===== src/rtl/tt_pkg.sv =====
// Shared types and elaboration-time helpers for the truth-table sweeper.
package tt_pkg;

    typedef enum logic [1:0] {
        S_IDLE,
        S_SETTLE,
        S_SAMPLE,
        S_DONE
    } state_t;

    function automatic int nvec(input int n_in);
        return 1 << n_in;
    endfunction

    function automatic int clog2(input int v);
        int r;
        r = 0;
        while ((1 << r) < v) r++;
        return r;
    endfunction

    // A settle interval of 1 still needs a 1-bit counter.
    function automatic int settle_w(input int settle);
        return (clog2(settle) < 1) ? 1 : clog2(settle);
    endfunction

endpackage


===== src/rtl/tt_settle_counter.sv =====
// Settle-interval timer: tc is high while the count sits at SETTLE-1.
// Combinational tc, one count per enabled cycle; clr takes priority over en.
module tt_settle_counter #(
    parameter int SETTLE = 2,
    parameter int W      = 1
) (
    input  logic clk,
    input  logic reset_n,
    input  logic clr,
    input  logic en,
    output logic tc
);

    logic [W-1:0] count;

    assign tc = (count == W'(SETTLE - 1));

    always_ff @(posedge clk or negedge reset_n) begin
        if (!reset_n) begin
            count <= '0;
        end else if (clr) begin
            count <= '0;
        end else if (en && !tc) begin
            count <= count + W'(1);
        end
    end

endmodule


===== src/rtl/truth_table_sweeper.sv =====
// Exhaustive N_IN-input truth-table sweeper/checker; TT_STOP_ON_FAIL_EN halts on the first mismatch.
// Each vector takes SETTLE+1 cycles; no backpressure, start is ignored while busy.
module truth_table_sweeper
    import tt_pkg::*;
#(
    parameter int                      N_IN   = 3,
    parameter logic [(1<<N_IN)-1:0]    EXP_TT = 8'b1110_1000,
    parameter int                      SETTLE = 2
) (
    input  logic            clk,
    input  logic            reset_n,
    input  logic            start,
    input  logic            f_in,
    output logic [N_IN-1:0] vec_out,
    output logic            busy,
    output logic            done,
    output logic            pass,
    output logic [N_IN:0]   err_count,
    output logic [N_IN-1:0] first_fail,
    output logic            first_fail_valid
);

    localparam int              NV   = nvec(N_IN);
    localparam int              CW   = settle_w(SETTLE);
    localparam logic [N_IN-1:0] LAST = N_IN'(NV - 1);

    state_t state;
    logic   settle_tc;
    logic   launch;
    logic   mismatch;

    assign launch   = ((state == S_IDLE) || (state == S_DONE)) && start;
    assign mismatch = (f_in != EXP_TT[vec_out]);
    assign pass     = done && (err_count == '0);

    tt_settle_counter #(
        .SETTLE (SETTLE),
        .W      (CW)
    ) u_settle (
        .clk     (clk),
        .reset_n (reset_n),
        .clr     (launch || (state == S_SAMPLE)),
        .en      (state == S_SETTLE),
        .tc      (settle_tc)
    );

    always_ff @(posedge clk or negedge reset_n) begin
        if (!reset_n) begin
            state            <= S_IDLE;
            vec_out          <= '0;
            busy             <= 1'b0;
            done             <= 1'b0;
            err_count        <= '0;
            first_fail       <= '0;
            first_fail_valid <= 1'b0;
        end else begin
            case (state)
                S_IDLE, S_DONE: begin
                    if (start) begin
                        state            <= S_SETTLE;
                        vec_out          <= '0;
                        busy             <= 1'b1;
                        done             <= 1'b0;
                        err_count        <= '0;
                        first_fail       <= '0;
                        first_fail_valid <= 1'b0;
                    end
                end
                S_SETTLE: begin
                    if (settle_tc) begin
                        state <= S_SAMPLE;
                    end
                end
                S_SAMPLE: begin
                    if (mismatch) begin
                        err_count <= err_count + (N_IN+1)'(1);
                        if (!first_fail_valid) begin
                            first_fail       <= vec_out;
                            first_fail_valid <= 1'b1;
                        end
                    end
`ifdef TT_STOP_ON_FAIL_EN
                    // vec_out stays on the failing vector so the board shows it.
                    if (mismatch || (vec_out == LAST)) begin
`else
                    if (vec_out == LAST) begin
`endif
                        state <= S_DONE;
                        busy  <= 1'b0;
                        done  <= 1'b1;
                    end else begin
                        state   <= S_SETTLE;
                        vec_out <= vec_out + N_IN'(1);
                    end
                end
                default: begin
                    state <= S_IDLE;
                    busy  <= 1'b0;
                    done  <= 1'b0;
                end
            endcase
        end
    end

endmodule


===== config.mk =====
export PLATFORM = sky130hd
export DESIGN_NAME = truth_table_sweeper
export DESIGN_NICKNAME = d
export VERILOG_FILES = /design/src/rtl/tt_pkg.sv /design/src/rtl/tt_settle_counter.sv /design/src/rtl/truth_table_sweeper.sv
export SDC_FILE = /design/constraint.sdc
export NUM_CORES = 1
export LEC_CHECK = 0
export CAP_MARGIN = 15
export CORE_UTILIZATION = 35
export CTS_BUF_LIST = sky130_fd_sc_hd__clkbuf_4 sky130_fd_sc_hd__clkbuf_8 sky130_fd_sc_hd__clkbuf_16
export CTS_CLUSTER_SIZE = 10
export DETAILED_ROUTE_END_ITERATION = 8
export RECOVER_POWER = 50
export REMOVE_ABC_BUFFERS = 1
export SYNTH_ARGS = -nofsm -noshare
export SYNTH_HDL_FRONTEND = slang
export SYNTH_SLANG_ARGS = --single-unit

===== constraint.sdc =====
create_clock -name clk -period 2.25 [get_ports clk]
set_input_delay 0.225 -clock clk [delete_from_list [all_inputs] [get_ports clk]]
set_output_delay 0.225 -clock clk [all_outputs]
set_load 0.005 [all_outputs]

==> reports/results.txt <==
Run status: finished, final reports clean
Crit path DAT: 1710 ps
Hold_buf cts: 0
Netlist cell types: 36
Vias in the first global route: 886
Commonest non-fill, non-tap cell in the layout: dfrtp_1
Critical R2R Launch: state[0]
Initial Utilization: 37.07%
Post-Syn Area: 1022 um^2
Worst path cell trace: inv_1 > ha_1 > nor4bb_1 > clkdlybuf4s50_1
Maximum VDD drop: 564.2 uV
Final Slew Violations: 0
DP HPWL: 1689 um
Wirelength per Cell: 14.13 um
Global-route total usage across every layer: 16.28%
Root Buffer: clkbuf_4
Pre-antenna DRT Iters: 4
Highest-count cells in the layout ignoring fill and taps: 16 x dfrtp_1, 13 x clkdlybuf4s50_1, 12 x nand2_1
TNS Setup: 0 ps
Filler cells: 282
WS Path Type: flip-flop to output port
Clock skew: 4.796 ps
Multi-input gate area: 579.3 um^2
Hold Fails Final Rpt: 0
Sequential Area: 400.4 um^2
Leak Pwr: 0.5421 nW
Die Y: 56.05 um
R2R cell count: 6
Routed Antenna Nets: 0
Initial antenna violation count: 0
Req. time, crit path: 2030 ps
Reg2reg setup slack: 380 ps
Num CTS Buffers: 3
Via/cell ratio: 5.792
Die area: 3141 um^2
Total power: 1.023 mW
# DRC: 0
Die width: 56.05 um
IO Port Bufs: 17
Routability congestion estimate: 0.7268
Antenna diode count: 0
Max stage delay on crit path: 540 ps
CP Launch Type: flip-flop
# Post-CTS Setup Buffers: 0
Power per cell area: 819.6 nW/um^2
Total of max-cap violations: 0
Crit. End Element: output port
Slew Limit Headroom: 49.15%
Io pins: 18
Slowest-stage cell, CP: clkdlybuf4s50_1
Max clock buf depth: 2
Area Growth Syn to Fin: 22.15%
Hold Path Class: primary input to asynchronous set/reset pin
Post-Route WL: 2247 um
Sink Count: 16
Total global routing overflow: 0
Synth Area per Inst: 9.293 um^2
Synth Warn #: 0
Final min period: 1935 ps
Share of cells above drive strength 1: 6.250%
RR Endpoint: err_count[2]
CTS tree: built
Yosys reg bits: 16
Largest net degree at the start of global routing: 17
CTS clk-pin slew, worst paths: 100 ps
Post-Syn Instances: 110
Final worst path period share: 85.99%
Core area: 2758 um^2
Starting DRT DRC Count: 12
Via count: 921
Fin nets: 142
Seq/Total Area, Yosys: 39.17%
FP Rows: 19
CTS H-tree lvls: 1
Setup Viol. Count Final: 0
FMAX: 0.5169 GHz
First-pass GRT wire length: 4036 um
Worst-Skew Late Latency: 290 ps
CP Max Fanout: 4
Post_cts resized: 0
RSZ-0062 raised after global routing: false
Slew @ Worst Pin: 760.2 ps
==> registers in the layout, summed over array words and instances, names as in the netlist <==
signal	count
err_count	4
first_fail	3
vec_out	3
state	2
busy	1
done	1
first_fail_valid	1
u_settle.tc	1
==> routing by layer <==
metal	share of wire [%]	routed length, um	global-route usage [%]
met5	0	0	0
met3	3.6	81	5.349
met4	0.98	22	3.833
met1	47	1051	19.01
met2	49	1092	28.74
==> cell type report <==
type                       instances  area share (%)
clock buffer                       3           1.804
inverter                           8           2.405
multi-input combinational         83           46.39
sequential                        16           32.06
tap                               31           3.106
timing repair buffer              18           14.23
==> per-stage QoR <==
stage / worst slack [ps] / util, % / area (um^2) / instances / hold slack [ps]
global route: 177.6 / 45.28 / 1249 / 159 / 506.0
floorplan: 513.9 / - / 1010 / 107 / -70.59
detailed placement: 397.5 / 44.46 / 1226 / 156 / 511.6
finish: 315.3 / 45.28 / 1249 / 159 / 439.6
global placement: 393.0 / 44.46 / 1226 / 156 / 508.5
CTS: 286.3 / 45.28 / 1249 / 159 / 393.0
==> logic make-up after synthesis <==
kind of cell	after synthesis	synth area share (%)
compound gates	33	22.77
fa+ha+maj	8	9.792
buf+inv	11	4.161
flops	16	39.17
mux	1	0.9792
simple gates	41	23.13
==> synth_stat cells <==
library cell / n / area (um^2)
nand2b_1: 6 / 37.54
a211oi_2: 1 / 12.51
nor4b_2: 1 / 15.01
dfrtp_1: 16 / 400.4
o211a_1: 1 / 10.01
o311ai_1: 2 / 17.52
a22o_1: 2 / 17.52
a221o_1: 1 / 10.01
inv_1: 8 / 30.03
nand3_1: 6 / 30.03
o21ai_0: 9 / 45.04
nor3_1: 4 / 20.02
nor4bb_1: 1 / 10.01
a21oi_1: 4 / 20.02
a211oi_1: 1 / 7.510
o22ai_1: 2 / 12.51
o22a_1: 1 / 8.760
o311a_1: 1 / 10.01
or4b_1: 1 / 10.01
a211o_1: 1 / 8.760
a21o_1: 1 / 7.510
nand3b_1: 1 / 7.510
nor2b_1: 1 / 6.260
nor2b_4: 2 / 27.53
a31oi_1: 1 / 6.260
nor2_1: 4 / 15.01
o21ai_1: 1 / 5.000
and2_1: 2 / 12.51
o32ai_1: 1 / 8.760
buf_2: 1 / 5.000
o31a_1: 2 / 17.52
ha_1: 8 / 100.1
nand2_1: 12 / 45.04
clkbuf_1: 2 / 7.510
a21boi_1: 1 / 7.510
mux2i_1: 1 / 10.01
==> worst max-delay path: cells and delay by family, from the launching register on <==
family	cells	cell delay (ps)
buffers and inverters	2	650
flip-flops	1	420
AND/OR/NAND/NOR	1	200
adder cells (fa/ha/maj)	1	150
==> power by group <==
group / switching (mW) / internal, mW / leakage (nW) / total (mW)
clock network: 0.0947 / 0.0622 / 0.0138 / 0.157
logic: 0.282 / 0.198 / 0.318 / 0.481
registers: 0.0485 / 0.337 / 0.210 / 0.386
==> worst max-delay path by stage <==
stage	startpoint	cells past startpoint	endpoint	slack (ps)
global placement	state[0]	6	err_count[2]	390
finish	err_count[0]	4	pass	320
detailed placement	state[0]	6	err_count[2]	400
CTS	err_count[0]	4	pass	290
global route	err_count[0]	4	pass	180
floorplan	state[0]	5	err_count[2]	510
Power figures use the tool's default switching activity.
